### config.mk
export PLATFORM = sky130hd
export DESIGN_NAME = req_issuer
export DESIGN_NICKNAME = d
export VERILOG_FILES = /design/src/rtl/req_issuer.sv
export SDC_FILE = /design/constraint.sdc
export NUM_CORES = 1
export LEC_CHECK = 0
export ABC_AREA = 0
export BUFFER_PORTS_ARGS = -buffer_cell sky130_fd_sc_hd__buf_2
export CAP_MARGIN = 20
export CORE_ASPECT_RATIO = 0.6
export CORE_MARGIN = 8
export CORE_UTILIZATION = 53
export CTS_CLUSTER_DIAMETER = 100
export DETAILED_ROUTE_END_ITERATION = 8
export GPL_ROUTABILITY_DRIVEN = 0
export PLACE_DENSITY = 0.78
export SYNTH_ARGS = -nofsm -noshare
export SYNTH_HDL_FRONTEND = slang
export SYNTH_SLANG_ARGS = --single-unit
export TNS_END_PERCENT = 5
### constraint.sdc
create_clock -name clk -period 2.9 [get_ports clk]
set_input_delay 0.87 -clock clk [delete_from_list [all_inputs] [get_ports clk]]
set_output_delay 0.87 -clock clk [all_outputs]
set_load 0.01 [all_outputs]
### src/rtl/req_issuer.sv
// req_issuer: buffers producer requests in a pending counter and issues each
// one as a single-cycle req pulse, checking that gnt answers on the next
// cycle and leaving one idle cycle before the next req.
//
// state | meaning
// IDLE  | nothing in flight, waiting for pending > 0
// REQ   | req high for exactly one cycle, wait counter cleared
// WAIT  | waiting for gnt, at most TIMEOUT cycles
// GAP   | req low for one cycle so gnt can fall
module req_issuer #(
  parameter int DEPTH   = 4,
  parameter int TIMEOUT = 4,
  parameter int CNT_W   = 8
) (
  input  logic                       clk,
  input  logic                       rst,
  input  logic                       push,
  output logic                       push_ready,
  output logic [$clog2(DEPTH+1)-1:0] pending,
  output logic                       req,
  input  logic                       gnt,
  output logic                       busy,
  output logic                       done,
  output logic                       timeout_err,
  output logic                       late_gnt,
  output logic                       proto_err,
  output logic [CNT_W-1:0]           gnt_count,
  output logic [CNT_W-1:0]           err_count
);

  localparam int PW = $clog2(DEPTH+1);
  localparam int WW = $clog2(TIMEOUT);
  localparam logic [PW-1:0] FULL      = PW'(DEPTH);
  localparam logic [WW-1:0] WAIT_LAST = WW'(TIMEOUT-1);

  typedef enum logic [1:0] {
    S_IDLE,
    S_REQ,
    S_WAIT,
    S_GAP
  } state_t;

  state_t          state;
  state_t          state_n;
  logic [WW-1:0]   wait_cnt;
  logic            grant;
  logic            expire;
  logic            accept;
  logic            leave;

  // push_ready looks only at the registered count, so a completion in the
  // same cycle does not open a slot until the following cycle.
  assign push_ready = (pending < FULL);
  assign accept     = push && push_ready;
  assign leave      = grant || expire;
  assign req        = (state == S_REQ);
  assign busy       = (state != S_IDLE);

  // Next-state decode and WAIT exit classification.
  always_comb begin
    state_n = state;
    grant   = 1'b0;
    expire  = 1'b0;
    case (state)
      S_IDLE: begin
        if (pending != '0) state_n = S_REQ;
      end
      S_REQ: begin
        state_n = S_WAIT;
      end
      S_WAIT: begin
        if (gnt) begin
          state_n = S_GAP;
          grant   = 1'b1;
        end else if (wait_cnt == WAIT_LAST) begin
          state_n = S_GAP;
          expire  = 1'b1;
        end
      end
      S_GAP: begin
        state_n = (pending != '0) ? S_REQ : S_IDLE;
      end
      default: begin
        state_n = S_IDLE;
      end
    endcase
  end

  // State register and WAIT cycle counter.
  always_ff @(posedge clk) begin
    if (rst) begin
      state    <= S_IDLE;
      wait_cnt <= '0;
    end else begin
      state <= state_n;
      if (state == S_REQ) begin
        wait_cnt <= '0;
      end else if (state == S_WAIT && !leave) begin
        wait_cnt <= wait_cnt + WW'(1);
      end
    end
  end

  // Pending count: +1 on accepted push, -1 when a transaction leaves WAIT.
  always_ff @(posedge clk) begin
    if (rst) begin
      pending <= '0;
    end else if (accept && !leave) begin
      pending <= pending + PW'(1);
    end else if (!accept && leave) begin
      pending <= pending - PW'(1);
    end
  end

  // Completion pulse, sticky error flags and saturating statistics.
  always_ff @(posedge clk) begin
    if (rst) begin
      done        <= 1'b0;
      timeout_err <= 1'b0;
      late_gnt    <= 1'b0;
      proto_err   <= 1'b0;
      gnt_count   <= '0;
      err_count   <= '0;
    end else begin
      done <= grant;
      if (expire) timeout_err <= 1'b1;
      if (grant && wait_cnt != '0) late_gnt <= 1'b1;
      if (gnt && state != S_WAIT) proto_err <= 1'b1;
      if (grant && gnt_count != '1) gnt_count <= gnt_count + CNT_W'(1);
      if (expire && err_count != '1) err_count <= err_count + CNT_W'(1);
    end
  end

endmodule
==> results.tsv <==
metric	value	unit
first-pass GRT wire length	5360	um
layout cells sized above 1	0.198	
die height	55.2	um
routing usage on met2	0.235	
Cell Chain, Critical Path	inv_1 -> ha_1 -> and3b_1 -> nor2_1 -> ha_1 -> inv_1 -> fa_1 -> xor2_1 -> or3_1 -> a21oi_1	
sequential area share after synthesis	0.397	
gr busiest metal	met2	
RSZ-0062 raised after global routing	false	
vias in the first global route	1240	
met3 global-route usage	0.0565	
Routed WL per cell	14.5	um
Final Total Pwr	0.966	mW
Hold Fails Final Rpt	0	
P per Cell Area	613	nW/um2
Worst Path Max Fanout	7	
Post-synth EDFFs	0	
Worst Hold Launch	proto_err$_SDFFE_PP0P_	
DRC Markers	0	
Post-Syn Instances	157	
synth warn	0	
Clock Pin Slew Worst Setup and Hold Paths	0.09	ns
worst-margin pin slew	0.558	ns
width of the die	81.4	um
Lkg Pwr	0.703	nW
area share of the largest cell type after synthesis	0.397	
Port Buffer Count	29	
Initial Util	0.551	
FFs w/ async S/R, synth	0	
ANT cells	0	
drt first pass iters	4	
Area growth, synth to finish	15.8	%
Worst Skew	0.00329	ns
dominant synthesized flop cell	dfxtp_1	
Hold Crit Class	flop to flop	
Cell Area, Synth	1360	um2
final wirelength	3180	um
maximum clock frequency	402	MHz
postcts setup bufs	0	
Max Root-Sink Buffers	2	
top post-synthesis cells by area	dfxtp_1 (40%), ha_1 (9.2%), nor2_1 (6.9%)	
Vias/cell	5.66	
outcome	complete, no violations	
largest net degree at the start of global routing	29	
clk root buf	clkbuf_8	
Initial DRC Count	139	
reg2reg start	state[0]$_SDFFE_PP0P_	
post-DP HPWL	2360	um
Final Max Slew Viols	0	
Crit. End Element	flop	
Unique masters post-synth	36	
hold buffers post-CTS	0	
post-route ant nets	0	
GR Util met1	0.168	
Num CTS Buffers	3	
Post-Place Worst Slack	0.221	ns
CP Class	flop to flop	
#FFs+latches synth	27	
most frequent cells in the layout	buf_2 (29), dfxtp_1 (27), nor2_1 (25)	
crit-path max cell delay	0.38	ns
Critical Path AT	2.70	ns
CTS tree	done	
number of gates resized after CTS	0	
Critical-path top delay cell	fa_1	
slew margin rel.	0.627	
setup_tns	0	ns
initial antenna violation count	0	
MaxCap Viol Count	0	
via count	1239	
Synthesized Nets	172	
Worst setup SP type	flop	
Clock Sinks	27	
CP top delay family	adder cells	
commonest non-fill, non-tap cell in the layout	buf_2	
Worst Path Required	3.11	ns
htree depth	1	
Setup WS post-layout	0.410	ns
Total Routing Usage GR	0.146	
total grt overflow	0	
worst skew pair latency	0.28	ns
Yosys top cell by area	dfxtp_1	
syn_area_per_cell	8.66	um2
fin crit period	2.49	ns
die footprint	4500	um2
number of placed I/O pins	30	
Peak VDD IR	0.000443	V
WP buf/inv	2	
row count	14	
Final Cycle Share	0.859	
layout net count	203	
final setup vio count	0	
area of the core	2470	um2
Crit. Startpoint	state[0]$_SDFFE_PP0P_	
## synthesized netlist by cell type (2+ instances only)
library cell	count
dfxtp_1	27
nor2_1	25
a21oi_1	12
ha_1	10
inv_1	10
nor3_1	9
nand2_1	8
mux2i_1	6
o21ai_0	6
nand3_1	5
xor2_1	4
nand2b_1	3
nand4_1	3
a211oi_1	2
clkbuf_1	2
o31ai_1	2
or3_1	2
or4_1	2
xnor2_1	2
## registers in the layout, summed over array words and instances (netlist names)
signal	flops
err_count	8
gnt_count	8
pending	3
state	2
wait_cnt	2
done	1
late_gnt	1
proto_err	1
timeout_err	1
## power by group
part           switching, mW  internal [mW]  total (mW)
sequential            0.0411          0.408       0.449
clock                  0.119         0.0987       0.218
combinational          0.168          0.131       0.299
## kinds of logic after synthesis
group | after synthesis | synth area share
muxes | 6 | 0.0442
AOI/OAI and AO/OA | 27 | 0.119
adders and majority gates | 11 | 0.107
and+or+nand+nor | 66 | 0.250
DFF | 27 | 0.397
buffers and inverters | 14 | 0.0442
xor gates and xnor gates | 6 | 0.0386
## tightest hold or removal path: stages, from the launching register on
cell and delay [ns]:
dfxtp_1 0.33, a21oi_1 0.04, nor2_1 0.07
## stage by stage
step	std cells	utilization	hold WS (ns)	cell area, um2
2_1_floorplan	157	-	0.502	1360
3_3_place_gp	215	0.620	0.443	1530
3_5_place_dp	215	0.620	0.454	1530
4_1_cts	219	0.638	0.478	1580
5_1_grt	219	0.638	0.505	1580
6_report	219	0.638	0.472	1580
## cell type report
cell class / count / area [um2]
flip-flops and latches: 27 / 541
multi-input cells: 116 / 759
fillers: 220 / 895
inverters: 10 / 37.5
well taps: 32 / 40.0
clock buffers: 4 / 45.0
repair buffers: 30 / 153
## path summary, 6_finish.rpt
| path | to | slack (ns) | depth (start not counted) |
|---|---|---|---|
| setup / recovery | pending[2]$_SDFFE_PP0P_ | 0.41 | 10 |
| hold reg to reg | proto_err$_SDFFE_PP0P_ | 0.47 | 2 |
| setup reg to reg | pending[2]$_SDFFE_PP0P_ | 0.41 | 10 |
| hold / removal | proto_err$_SDFFE_PP0P_ | 0.47 | 2 |
## routing by layer
metal / vias up / wire length [um]
met5: - / 0
met4: 0 / 47
met3: 8 / 246
met2: 46 / 1500
met1: 578 / 1380
li1: 607 / -
No activity file was read; power rests on OpenSTA's default activity.
